**config.mk**
```make
export PLATFORM = sky130hd
export DESIGN_NAME = psum_accumulator_flat
export DESIGN_NICKNAME = d
export VERILOG_FILES = /design/src/rtl/psum_accumulator_if.sv /design/src/rtl/psum_accumulator.sv /design/src/flat_wrapper.sv
export SDC_FILE = /design/constraint.sdc
export NUM_CORES = 1
export LEC_CHECK = 0
export CELL_PAD_IN_SITES_DETAIL_PLACEMENT = 0
export CELL_PAD_IN_SITES_GLOBAL_PLACEMENT = 1
export CORE_ASPECT_RATIO = 1.25
export CORE_UTILIZATION = 35
export CTS_BUF_LIST = sky130_fd_sc_hd__clkbuf_8
export DETAILED_ROUTE_END_ITERATION = 10
export PLACE_DENSITY = 0.82
export SYNTH_ARGS = -nofsm -noshare
export SYNTH_HDL_FRONTEND = slang
export SYNTH_SLANG_ARGS = --single-unit
```
**constraint.sdc**
```tcl
create_clock -name CLK -period 5.7 [get_ports CLK]
set_clock_uncertainty 0.2 [all_clocks]
set_input_delay 1.14 -clock CLK [delete_from_list [all_inputs] [get_ports CLK]]
set_output_delay 1.14 -clock CLK [all_outputs]
set_load 0.01 [all_outputs]
```
**src/rtl/psum_accumulator_if.sv**
```systemverilog
// Stream-side and sram-side signals of the psum read-modify-write engine.
// The slave view is the accumulator; the master view is the upstream drain plus the sram.
interface psum_accumulator_if #(
  parameter int col     = 8,
  parameter int psum_bw = 16,
  parameter int aw      = 11
);
  logic                     in_valid;
  logic                     in_first;
  logic [aw-1:0]            in_addr;
  logic [col*psum_bw-1:0]   in_psum;

  logic                     sram_CEN;
  logic                     sram_REN;
  logic                     sram_WEN;
  logic [aw-1:0]            sram_A_rd;
  logic [aw-1:0]            sram_A_wr;
  logic [col*psum_bw-1:0]   sram_D;
  logic [col*psum_bw-1:0]   sram_Q;

  modport master (
    output in_valid, in_first, in_addr, in_psum, sram_Q,
    input  sram_CEN, sram_REN, sram_WEN, sram_A_rd, sram_A_wr, sram_D
  );

  modport slave (
    input  in_valid, in_first, in_addr, in_psum, sram_Q,
    output sram_CEN, sram_REN, sram_WEN, sram_A_rd, sram_A_wr, sram_D
  );
endinterface

```
**src/rtl/psum_accumulator.sv**
```systemverilog
// Two-stage read-modify-write engine: issue the sram read in S0, add and write back from S1.
// Same-address back-to-back vectors bypass the sram through the previous cycle's write data.
module psum_accumulator #(
  parameter int col     = 8,
  parameter int psum_bw = 16,
  parameter int num     = 2048
) (
  input  logic                CLK,
  input  logic                reset_n,
  psum_accumulator_if.slave   bus,
  output logic                busy,
  output logic [15:0]         wr_cnt
);
  localparam int aw = $clog2(num);
  localparam int vw = col * psum_bw;
  localparam logic [psum_bw-1:0] lane_max = {1'b0, {(psum_bw-1){1'b1}}};
  localparam logic [psum_bw-1:0] lane_min = {1'b1, {(psum_bw-1){1'b0}}};

  logic               s1_valid_q, s1_first_q, s1_fwd_q;
  logic [aw-1:0]      s1_addr_q, a_rd_q, a_rd_d;
  logic [vw-1:0]      s1_psum_q, last_d_q;
  logic [vw-1:0]      base, sat_sum, d_out;
  logic [15:0]        wr_cnt_q;
  logic               fwd, rd_req;
  logic [psum_bw:0]   lane_sum [col];

  // A read issued against the address being written this cycle would be
  // dropped by the sram and return stale data, so forward instead.
  always_comb begin
    // NOTE: every always_comb output gets a default first so no path leaves it unassigned and infers a latch.
    fwd    = s1_valid_q && (bus.in_addr == s1_addr_q);
    rd_req = reset_n && bus.in_valid && !bus.in_first && !fwd;
    a_rd_d = a_rd_q;
    if (rd_req) a_rd_d = bus.in_addr;
  end

  // Per-lane signed add with one guard bit; disagreeing top bits mean overflow.
  always_comb begin
    base     = s1_fwd_q ? last_d_q : bus.sram_Q;
    sat_sum  = '0;
    lane_sum = '{default: '0};
    for (int k = 0; k < col; k++) begin
      lane_sum[k] = {s1_psum_q[k*psum_bw+psum_bw-1], s1_psum_q[k*psum_bw +: psum_bw]}
                  + {base[k*psum_bw+psum_bw-1],      base[k*psum_bw +: psum_bw]};
      if (lane_sum[k][psum_bw] != lane_sum[k][psum_bw-1])
        sat_sum[k*psum_bw +: psum_bw] = lane_sum[k][psum_bw] ? lane_min : lane_max;
      else
        sat_sum[k*psum_bw +: psum_bw] = lane_sum[k][psum_bw-1:0];
    end
  end

  always_comb begin
    d_out = '0;
    if (s1_valid_q) d_out = s1_first_q ? s1_psum_q : sat_sum;
  end

  assign bus.sram_REN  = ~rd_req;
  assign bus.sram_WEN  = ~s1_valid_q;
  assign bus.sram_CEN  = bus.sram_REN & bus.sram_WEN;
  assign bus.sram_A_rd = a_rd_d;
  assign bus.sram_A_wr = s1_addr_q;
  assign bus.sram_D    = d_out;
  assign busy          = s1_valid_q;
  assign wr_cnt        = wr_cnt_q;

  // NOTE: sequential state uses non-blocking assignments so every register samples pre-edge values.
  always_ff @(posedge CLK or negedge reset_n) begin
    if (!reset_n) begin
      s1_valid_q <= 1'b0;
      s1_first_q <= 1'b0;
      s1_fwd_q   <= 1'b0;
      s1_addr_q  <= '0;
      a_rd_q     <= '0;
      last_d_q   <= '0;
      wr_cnt_q   <= '0;
    end else begin
      s1_valid_q <= bus.in_valid;
      s1_first_q <= bus.in_first;
      s1_fwd_q   <= fwd;
      s1_addr_q  <= bus.in_addr;
      a_rd_q     <= a_rd_d;
      last_d_q   <= d_out;
      wr_cnt_q   <= wr_cnt_q + 16'(s1_valid_q);
    end
  end

  // NOTE: pure datapath payload is left unreset; it is only observed when s1_valid_q is set.
  always_ff @(posedge CLK) begin
    s1_psum_q <= bus.in_psum;
  end
endmodule
```
**src/flat_wrapper.sv**
```systemverilog
// flat-port wrapper written by rule: the top's interface ports become plain ports
module psum_accumulator_flat 
#(
  parameter int col     = 8,
  parameter int psum_bw = 16,
  parameter int num     = 2048
)
  (CLK, reset_n, busy, wr_cnt, bus_in_valid, bus_in_first, bus_in_addr, bus_in_psum, bus_sram_Q, bus_sram_CEN, bus_sram_REN, bus_sram_WEN, bus_sram_A_rd, bus_sram_A_wr, bus_sram_D);
  psum_accumulator_if #(.col(col), .psum_bw(psum_bw)) bus_i ();
  input  logic CLK;
  input  logic reset_n;
  output logic busy;
  output logic [15:0] wr_cnt;
  input wire logic [$bits(bus_i.in_valid)-1:0] bus_in_valid;
  input wire logic [$bits(bus_i.in_first)-1:0] bus_in_first;
  input wire logic [$bits(bus_i.in_addr)-1:0] bus_in_addr;
  input wire logic [$bits(bus_i.in_psum)-1:0] bus_in_psum;
  input wire logic [$bits(bus_i.sram_Q)-1:0] bus_sram_Q;
  output wire logic [$bits(bus_i.sram_CEN)-1:0] bus_sram_CEN;
  output wire logic [$bits(bus_i.sram_REN)-1:0] bus_sram_REN;
  output wire logic [$bits(bus_i.sram_WEN)-1:0] bus_sram_WEN;
  output wire logic [$bits(bus_i.sram_A_rd)-1:0] bus_sram_A_rd;
  output wire logic [$bits(bus_i.sram_A_wr)-1:0] bus_sram_A_wr;
  output wire logic [$bits(bus_i.sram_D)-1:0] bus_sram_D;
  assign bus_i.in_valid = bus_in_valid;
  assign bus_i.in_first = bus_in_first;
  assign bus_i.in_addr = bus_in_addr;
  assign bus_i.in_psum = bus_in_psum;
  assign bus_i.sram_Q = bus_sram_Q;
  assign bus_sram_CEN = bus_i.sram_CEN;
  assign bus_sram_REN = bus_i.sram_REN;
  assign bus_sram_WEN = bus_i.sram_WEN;
  assign bus_sram_A_rd = bus_i.sram_A_rd;
  assign bus_sram_A_wr = bus_i.sram_A_wr;
  assign bus_sram_D = bus_i.sram_D;
  psum_accumulator #(.col(col), .psum_bw(psum_bw), .num(num)) u_core (.CLK(CLK), .reset_n(reset_n), .bus(bus_i), .busy(busy), .wr_cnt(wr_cnt));
endmodule
```
==> Yosys cells after proc, flatten, opt, wreduce, memory -nomap -nowiden <==
Cells that the tools add are included.
{ "word_totals": {"out_inout_bits": 170, "register_bits": 297} }
{ "op_classes": {"addsub": 9, "n_reduce_logical": 6, "bitwise_logic": 3, "n_mux": 20, "n_eq_ne": 9} }
{ "op_table": {"columns": ["op", "n"], "rows": [
  ["$mux W128", 3],
  ["$mux W16", 16],
  ["$add A16 B16 Y17", 8],
  ["$add A16 B1 Y16", 1],
  ["$eq A11 B11 Y1", 1],
  ["$mux W11", 1],
  ["$ne A1 B1 Y1", 8],
  ["$logic_and A1 B1 Y1", 4],
  ["$logic_not A1 Y1", 2],
  ["$not A1 Y1", 2],
  ["$and A1 B1 Y1", 1]
]} }

==> Logic depth before layout (Yosys ltp) <==
Gate-level depths: netlist (run 1).
{ "depth": {"ltp_word": 6, "ltp_mapped": 18} }

==> Least setup slack after synthesis (run 1) <==
Ideal clock, no wire load.
{ "synth_path": {"path_kind": "input to output", "start": "in bus_sram_Q[99]", "end": "out bus_sram_D[101]", "setup_slack_ns": -0.034, "n_path_buf": 1, "cell_stages": 13, "required_time_ns": 4.360, "arrival_ns": 4.394, "path_cell_list": "mux2_2 -> ha_1 -> a21oi_1 -> nor2b_1 -> a311oi_1 -> o31ai_1 -> a31o_2 -> mux2_4 -> or2_1 -> ha_1 -> clkbuf_1 -> o21ai_0 -> o21ai_0"} }
{ "synth_via": {"elab_chain_cells": 6, "word_cells_on_any_way": 7, "cone_classes": "1 x add/sub; 1 x eq/ne; 5 x mux"} }
{ "synth_rtl": {"columns": ["item", "line", "text"], "rows": [
  ["start: declaration", "flat_wrapper.sv:18", "input wire logic [$bits(bus_i.sram_Q)-1:0] bus_sram_Q;"],
  ["$mux W128 (*)", "psum_accumulator.sv:39", "base = s1_fwd_q ? last_d_q : bus.sram_Q;"],
  ["$add A16 B16 Y17 (*)", "psum_accumulator.sv:44", "+ {base[k*psum_bw+psum_bw-1], base[k*psum_bw +: psum_bw]};"],
  ["$mux W16 / $ne A1 B1 Y1 (equally long branches)", "psum_accumulator.sv:46, psum_accumulator.sv:45", null],
  ["$mux W16 (*)", "psum_accumulator.sv:45", "if (lane_sum[k][psum_bw] != lane_sum[k][psum_bw-1])"],
  ["$mux W128 (*) (2 in series)", "psum_accumulator.sv:54", "if (s1_valid_q) d_out = s1_first_q ? s1_psum_q : sat_sum;"],
  ["end: declaration", "flat_wrapper.sv:24", "output wire logic [$bits(bus_i.sram_D)-1:0] bus_sram_D;"]
]} }
Mark *: on every way between the ends. The rest lies on a longest branch, timed or not.

==> Worst setup path in the final report (run 1) <==
{ "layout_path": {"start": "in bus_sram_Q[81]", "end": "out bus_sram_D[83]"} }
Same word-level chain as after synthesis.

==> impl_results.md, run 1 <==
* Synth Instances at 1781
* Root buf cell: clkbuf_8
* Multi-input logic area at 0.01287 mm2
* Number of vias per cell at 5.227
* Die area at 0.04992 mm2
* Most common cell after layout, fill and taps aside: buf_4
* CP Max Fanout at 6
* Dpl cells at 3167
* Ys flop type: dfrtp_1
* Netlist Area Pre-Place at 0.01716 mm2
* Peak supply drop at 0.0002678 V
* # IOs at 441
* Setup ws final at -0.4363 ns
* Worst-margin pin slew at 1.242 ns
* Cts-stage hold buffer count at 0
* Die Y at 249.5 um
* Gr usage total at 0.2705
* DR iter-0 viols at 679
* CP startpoint kind: input pin
* Initial antenna violation count at 21
* Slew headroom at 0.1702
* Worst EP required at 4.36 ns
* HPWL Detailed at 48.78 mm
* Syn_area_per_cell at 9.634 um2
* CP Class: input pin to primary output
* Num CTS Buffers at 50
* CTS tree: yes
* Endpoints failing setup at 105
* Area occupied by registers at 0.006797 mm2
* Detailed Route WL at 71.91 mm
* Final period util at 1.077
* Post-Syn Nets at 2204
* Layout Nets at 3172
* Synth async-reset ratio at 0.5690
* Area growth from synthesis to layout at 79.72%
* Failing checks: negative setup slack
* Fin Setup TNS at -22.28 ns
* Pin count of the biggest net entering global routing at 59
* # Max-Cap Violations at 0
* Fmax achieved at 163.0 MHz
* Rows at 90
* Pre-antenna DRT Iters at 5
* Reg clk slew, reported paths at 0.06 ns
* Routed len/inst at 20.84 um
* Seq/Total Area, Yosys at 0.3958
* Final Hold Fails at 0
* YS warnings at 0
* Fin cells at 3451
* Clock Sinks at 297
* Post-route antenna net violation count at 0
* Synth unique cells at 75
* Fin util at 0.6383
* Pwr Density at 262.9 mW/mm2
* Filler instances at 3664
* Vias in the first global route at 19088
* Layout cell share with drive strength beyond 1 at 0.4515
* CTS HTree Levels at 2
* Post-route DRC violation count at 0
* RSZ-0062 raised after global routing: true
* Crit end category: primary output
* Initial core utilization at 0.3552
* Type of the worst min-delay path: input pin to async pin
* Status: complete, but fails checks
* Die width at 200.0 um
* Clock buffer depth at 3
* Number of flops mapped to enable cells by yosys at 0
* GRT overflow at 0
* Global-route wire length before repair at 104.1 mm
* Pwr Total at 8.106 mW
* Gp weighted congestion at 0.9214
* Worst EP arrival at 4.80 ns
* Port-buffer cells at 440
* Commonest cells after routing, fill and taps aside: 430 x buf_4, 310 x clkdlybuf4s50_1, 168 x nand2_1
* P_leak at 13.46 nW
* Clock insertion delay at the later pin of the skew report at 0.65 ns
* Dpl cell area at 0.02499 mm2
* Post-route minimum period at 6.136 ns
* Final instance area at 0.03084 mm2
* Post-synthesis register bit count at 297
* Core box area at 0.04831 mm2
* Max-slew violations at 0
* Vias after detailed routing at 18040
layout make-up:
type,instances,area share
Multi-Input combinational cell,1395,0.4172
Tap cell,644,0.02613
Timing Repair Buffer,980,0.2931
Inverter,25,0.003368
Sequential cell,297,0.2204
Clock inverter,33,0.01124
Clock buffer,61,0.02723
Antenna cell,16,0.001298
metal layers:
metal  GRT usage  share of wire  up-vias
li1            -              -     8442
met1      0.2858           0.36     8774
met2      0.4968           0.53      586
met3     0.05176          0.056      226
met4      0.1455          0.055       12
met5           0         0.0011        -
worst paths after layout:
| kind | start | end | slack [ns] | depth (start not counted) |
|---|---|---|---|---|
| setup / recovery | bus_sram_Q[81] | bus_sram_D[83] | -0.44 | 16 |
| hold / removal | reset_n | u_core.last_d_q[106]$_DFF_PN0_ | 0.11 | 1 |
| setup reg to reg | u_core.s1_fwd_q$_DFF_PN0_ | u_core.last_d_q[94]$_DFF_PN0_ | 1.29 | 18 |
| hold reg to reg | u_core.wr_cnt[15]$_DFF_PN0_ | u_core.wr_cnt[15]$_DFF_PN0_ | 0.28 | 1 |
| max in group asynchronous | reset_n | u_core.last_d_q[80]$_DFF_PN0_ | 3.42 | 3 |
| min in group CLK | u_core.wr_cnt[15]$_DFF_PN0_ | u_core.wr_cnt[15]$_DFF_PN0_ | 0.28 | 1 |
kinds of logic after synthesis:
family	count (synthesis)	synth area share
AO/OA/AOI/OAI	494	0.1822
adder cells (fa/ha/maj)	152	0.1143
multiplexers	149	0.09764
flip-flops	297	0.3958
buffers and inverters	90	0.01983
XOR/XNOR	110	0.05615
AND/OR/NAND/NOR	489	0.1340
state kept, by name, summed over array words and instances (netlist names):
register and cells:
u_core.a_rd_q 11, u_core.bus.sram_A_wr 11, u_core.s1_fwd_q 1, u_core.last_d_q 128
u_core.wr_cnt 16, u_core.s1_first_q 1, u_core.s1_psum_q 128, u_core.busy 1
Yosys cell counts (40+ instances only):
| library cell | instances | area, um2 |
|---|---|---|
| a21o_1 | 42 | 315.3 |
| a21oi_1 | 115 | 575.6 |
| clkbuf_1 | 59 | 221.5 |
| dfrtp_1 | 169 | 4229 |
| dfxtp_1 | 128 | 2562 |
| ha_1 | 144 | 1802 |
| mux2_2 | 139 | 1565 |
| nand2_1 | 171 | 641.9 |
| nor2_1 | 144 | 540.5 |
| o21ai_0 | 162 | 810.8 |
| xnor2_1 | 70 | 613.1 |
| xor2_1 | 40 | 350.3 |
power breakdown:
part / leakage [nW] / switching (mW) / internal [mW]
clock network: 0.632 / 0.993 / 1.30
logic: 9.60 / 1.60 / 1.79
registers: 3.22 / 0.114 / 2.31
what timing repair did:
action / CTS / global route
pin swaps: 163 / 139
resized for setup: 965 / 348
buffers inserted: 106 / 68
setup endpoints to repair: 128 / 128
gates cloned: 10 / 3
worst max-delay path, stage by stage:
cell and delay, ns:
clkdlybuf4s50_1 0.43, mux2_4 0.30, ha_4 0.28, a21oi_4 0.06, nor2b_4 0.13, a311oi_2 0.10
buf_4 0.17, o31ai_4 0.28, a31o_4 0.21, mux2_4 0.31, or2_4 0.24, ha_4 0.34
nand2_8 0.09, and3_4 0.22, a221o_1 0.32, buf_2 0.16
through the flow:
stage | hold slack [ns] | setup WS (ns)
floorplan | 0.3003 | 0.003284
detailed placement | 0.2710 | -1.144
global placement | 0.2626 | -1.114
finish | 0.1136 | -0.4363
CTS | 0.06866 | -0.4061
global route | 0.08314 | -0.5515
Power figures use the tool's default switching activity.
==> run 2: changes to the inputs <==
Settings changed: CORE_UTILIZATION 35 to 34, CTS_BUF_LIST sky130_fd_sc_hd__clkbuf_8 to sky130_fd_sc_hd__clkbuf_16, PLACE_DENSITY 0.82 to 0.8.
==> impl_results.md, run 2 (synthesized netlist as in run 1, its figures left out) <==
* Status: complete, but fails checks
* Failing checks: negative setup slack
* Post-route DRC violation count at 0
* Most common cell after layout, fill and taps aside: buf_4
* CP startpoint kind: register
* Gp weighted congestion at 0.9471
* R2R depth at 31
* Final period util at 1.043
* Post-route antenna net violation count at 0
* Peak supply drop at 0.0002345 V
* Pwr Total at 7.833 mW
* Worst EP required at 4.36 ns
* Final Hold Fails at 0
* R2R Setup Slk at 0.03 ns
* Vias in the first global route at 19138
* Endpoints failing setup at 66
* Root buf cell: clkbuf_16
* Die Y at 253.2 um
* P_leak at 13.58 nW
* Pre-antenna DRT Iters at 5
* Multi-input logic area at 0.01280 mm2
* Port-buffer cells at 440
* Gr usage total at 0.2603
* CTS HTree Levels at 2
* # Max-Cap Violations at 0
* Worst-margin pin slew at 1.348 ns
* Clock Sinks at 297
* Worst EP arrival at 4.60 ns
* Die area at 0.05137 mm2
* Global-route wire length before repair at 104.5 mm
* CP Max Fanout at 13
* Initial antenna violation count at 18
* HPWL Detailed at 48.33 mm
* GRT overflow at 0
* Fmax achieved at 168.3 MHz
* Fin cells at 3421
* # IOs at 441
* DR iter-0 viols at 685
* Initial core utilization at 0.3464
* Fin Setup TNS at -7.647 ns
* Core box area at 0.04953 mm2
* Dpl cells at 3176
* Critical path's largest stage delay at 0.52 ns
* Type of the worst min-delay path: input pin to async pin
* Slew headroom at 0.09893
* Clock buffer depth at 3
* Routed len/inst at 20.62 um
* Commonest cells after routing, fill and taps aside: 462 x buf_4, 269 x clkdlybuf4s50_1, 167 x dfrtp_1
* Die width at 202.9 um
* Setup ws final at -0.2432 ns
* CP max stage cell: dfrtp_4
* RSZ-0062 raised after global routing: true
* Post-route minimum period at 5.943 ns
* Worst-path cell chain: buf_4 > buf_12 > mux2_4 > ha_4 > a21oi_4 > nor2_4 > a2111oi_4 > o31ai_4 > a31o_4 > mux2_4 > or2_4 > ha_4 > nor2_1 > buf_4 > a221o_1 > buf_2
* Cts-stage hold buffer count at 0
* Pwr Density at 257.7 mW/mm2
* Worst r2r src: u_core.s1_fwd_q$_DFF_PN0_
* Layout Nets at 3152
* Max-slew violations at 0
* Clock insertion delay at the later pin of the skew report at 0.55 ns
* Pin count of the biggest net entering global routing at 72
* Detailed Route WL at 70.53 mm
* Layout cell share with drive strength beyond 1 at 0.4279
* Num CTS Buffers at 35
* Number of vias per cell at 5.237
* Rows at 91
* Vias after detailed routing at 17917
* CP Class: register to primary output
* CTS tree: yes
* Area growth from synthesis to layout at 77.14%
* Crit end category: primary output
* Filler instances at 3950
* Reg-to-reg endpoint: u_core.last_d_q[14]$_DFF_PN0_
* Area occupied by registers at 0.006797 mm2
* Reg clk slew, reported paths at 0.06 ns
-- run 2: through the flow --
stage / setup slack, ns / hold slack (ns) / area (um2) / utilization
after detailed placement: -1.154 / 0.2659 / 25040 / 0.5055
after floorplan: 0.003284 / 0.3003 / 17160 / -
after global placement: -1.032 / 0.2626 / 25040 / 0.5055
after global routing: -0.3347 / 0.2408 / 30390 / 0.6135
after CTS: -0.2580 / 0.2316 / 28960 / 0.5846
final: -0.2432 / 0.2592 / 30390 / 0.6136
-- run 2: how the worst max path moves through the flow --
stage / to / cells past startpoint / slack (ns) / startpoint
2_1_floorplan: bus_sram_D[110] / 13 / 0.003 / bus_sram_Q[99]
6_report: bus_sram_D[83] / 16 / -0.24 / u_core.s1_fwd_q$_DFF_PN0_
3_5_place_dp: bus_sram_D[93] / 15 / -1.15 / bus_sram_Q[86]
4_1_cts: bus_sram_D[73] / 17 / -0.26 / u_core.s1_fwd_q$_DFF_PN0_
5_1_grt: bus_sram_D[75] / 19 / -0.33 / u_core.s1_fwd_q$_DFF_PN0_
3_3_place_gp: bus_sram_D[93] / 15 / -1.03 / bus_sram_Q[86]
-- run 2: worst max-delay path: cells and delay by family, from the launching register on --
kind / cells / cell delay [ns]
flops: 1 / 0.52
mux: 2 / 0.63
compound gates: 5 / 1.27
buf+inv: 4 / 0.65
fa+ha+maj: 2 / 0.60
simple gates: 3 / 0.38
-- run 2: area by class of cell --
cell class | count | area share
antenna | 15 | 0.001235
clock buffer | 37 | 0.03046
clock inverter | 26 | 0.005064
inverter | 25 | 0.003335
multi-input combinational | 1395 | 0.4212
sequential | 297 | 0.2236
tap | 651 | 0.02680
timing repair buffer | 975 | 0.2883
-- run 2: routing by layer --
layer  GRT usage  wire length (um)  up-vias  part of all wire
li1            -                 -     8396                 -
met1      0.2788             26220     8702              0.37
met2      0.4780             36630      579              0.52
met3     0.04955              3652      228             0.052
met4      0.1433              3945       12             0.056
met5           0                74        -            0.0010
-- run 2: power by group --
part           switching (mW)  leakage [nW]  internal, mW
clock                   0.947         0.564          1.22
combinational            1.55          9.79          1.69
sequential              0.116          3.22          2.31
total                    2.61          13.6          5.22
-- run 2: repair_timing --
item	CTS	global route
setup buffers	124	52
pin swaps	143	128
gates cloned	7	1
gates resized for setup	943	281
setup endpoints to repair	128	125
==> run 3: changes to the inputs <==
Settings changed: CORE_UTILIZATION 34 to 53, DONT_BUFFER_PORTS set to 1, PLACE_DENSITY 0.8 to 0.9.
Clock period 5.7 ns to 6.95 ns, I/O delays scaled along.
==> impl_results.md, run 3 (synthesized netlist as in run 1, its figures left out) <==
* Status: complete, no violations
* Dpl cells at 2160
* Gp weighted congestion at 0.9255
* Die width at 162.9 um
* RSZ-0062 raised after global routing: true
* Sw frac at 0.3247
* Initial core utilization at 0.5383
* Slew headroom at 0.4065
* M1 WL at 19.08 mm
* Die area at 0.03310 mm2
* Post-route antenna net violation count at 0
* Core box area at 0.03188 mm2
* Rows at 73
* Routed met3 length at 3.892 mm
* Pin count of the biggest net entering global routing at 171
* Worst-margin pin slew at 0.8895 ns
* Pwr Density at 259.0 mW/mm2
* Fin cells at 2237
* Top layer in use: met5
* Worst-path cell chain: buf_12 > buf_12 > mux2_2 > ha_1 > nand4_1 > nor2_1 > a2111oi_1 > o31ai_1 > a31o_2 > mux2_4 > or2_1 > ha_2 > buf_4 > and4b_1 > a211oi_1 > buf_4
* Number of vias per cell at 6.129
* Dpl cell area at 0.01771 mm2
* Type of the worst min-delay path: input pin to async pin
* Power share of the sequential group at 0.410
* Worst path top cell family by delay: compound AO/OA/AOI/OAI gates
* Comb power frac at 0.252
* Detailed Route WL at 49.84 mm
* CP max stage cell: dfrtp_4
* Cts-stage hold buffer count at 0
* Setup ws final at 0.2679 ns
* Psw at 1.581 mW
* Post-route minimum period at 6.682 ns
* R2R Setup Slk at 2.09 ns
* Clock Sinks at 297
* Clock insertion delay at the later pin of the skew report at 0.58 ns
* HPWL Detailed at 37.67 mm
* Buffers & Inverters on Critical Path at 4
* Port-buffer cells at 0
* Area growth from synthesis to layout at 9.589%
* CTS HTree Levels at 1
* Met2 wire length at 24.73 mm
* Critical path's largest stage delay at 0.52 ns
* Clock power share at 0.338
* Int Pwr at 3.288 mW
* Layout cell share with drive strength beyond 1 at 0.1472
* # IOs at 441
* Die Y at 203.2 um
* Root buf cell: clkbuf_16
* Vias in the first global route at 13904
* Pre-antenna DRT Iters at 5
* Gr usage total at 0.2925
* Fin util at 0.5899
* Worst EP arrival at 5.09 ns
* Reg clk slew, reported paths at 0.07 ns
* CP Class: register to primary output
* CP startpoint kind: register
* Global-route wire length before repair at 75.93 mm
* Final instance area at 0.01880 mm2
* Initial antenna violation count at 23
* P_leak at 8.158 nW
* Final period util at 0.9615
* Fmax achieved at 149.7 MHz
* Post-Place Worst Slack at 0.3065 ns
* Most common cell after layout, fill and taps aside: nand2_1
* Routed len/inst at 22.28 um
* CTS tree: yes
* GRT overflow at 0
* Layout Nets at 2206
* Max-slew violations at 0
* Fin Setup TNS at 0 ns
* Vias after detailed routing at 13711
* CP Max Fanout at 30
* Final Hold Fails at 0
* Crit end category: primary output
* Num CTS Buffers at 31
* Clock buffer depth at 3
* Post-route DRC violation count at 0
* Worst EP required at 5.36 ns
* DR iter-0 viols at 855
* # Max-Cap Violations at 0
* Commonest cells after routing, fill and taps aside: 171 x nand2_1, 167 x dfrtp_1, 161 x o21ai_0
* Peak supply drop at 0.0002497 V
* Endpoints failing setup at 0
-- run 3: cell count changes in the layout (fill, tap and decap cells not counted), sizes merged, moves of 2 or more --
cell           before  now
buf               634   34
clkdlybuf4s50     269    0
dlygate4sd2        33    0
dlymetal6s2s       27    0
clkbuf             46   31
inv                34   30
diode              15   18
bufinv              1    3
clkdlybuf4s15       2    0
-- run 3: path summary, 6_finish.rpt --
path                                                      end  cells after the start                          from
worst max-delay path                           bus_sram_D[93]                     16     u_core.s1_fwd_q$_DFF_PN0_
max in group asynchronous       u_core.last_d_q[82]$_DFF_PN0_                      0                       reset_n
worst min register to register  u_core.last_d_q[35]$_DFF_PN0_                      2  u_core.s1_psum_q[35]$_DFF_P_
worst max register to register  u_core.last_d_q[30]$_DFF_PN0_                     15     u_core.s1_fwd_q$_DFF_PN0_
worst min-delay path              u_core.wr_cnt[12]$_DFF_PN0_                      0                       reset_n
min in group CLK                u_core.last_d_q[35]$_DFF_PN0_                      2  u_core.s1_psum_q[35]$_DFF_P_
-- run 3: cell type report --
type / instances / area, um2
fillers: 2771 / 13070
flip-flops and latches: 297 / 6797
repair buffers: 34 / 280.3
inverters: 25 / 93.84
clock inverters: 26 / 222.7
clock buffers: 31 / 775.7
multi-input cells: 1394 / 10070
diodes: 18 / 45.04
well taps: 412 / 515.5
-- run 3: power groups by stage --
stage / combinational (mW) / sequential (mW) / clock (mW)
CTS: 1.22 / 1.99 / 1.67
finish: 1.23 / 2.00 / 1.65
global route: 1.36 / 2.01 / 1.74
global placement: 1.19 / 2.02 / 0
floorplan: 0.923 / 1.99 / 0
detailed placement: 1.21 / 2.03 / 0
-- run 3: repair_timing --
item,CTS,global route
gates resized for setup,2,10
setup endpoints to repair,5,30
setup buffers,2,0
hold endpoints to repair,0,0
-- run 3: per-layer routing --
layer,vias up,global-route usage
li1,6486,-
met1,6530,0.3301
met2,546,0.5123
met5,-,0.006061
met4,14,0.1399
met3,135,0.07118
-- run 3: through the flow --
step | hold WS [ns] | power, mW
floorplan | 0.3003 | 2.918
global placement | 0.3130 | 3.213
detailed placement | 0.3262 | 3.234
CTS | 0.2839 | 4.879
global route | 0.2849 | 5.102
finish | 0.3071 | 4.870
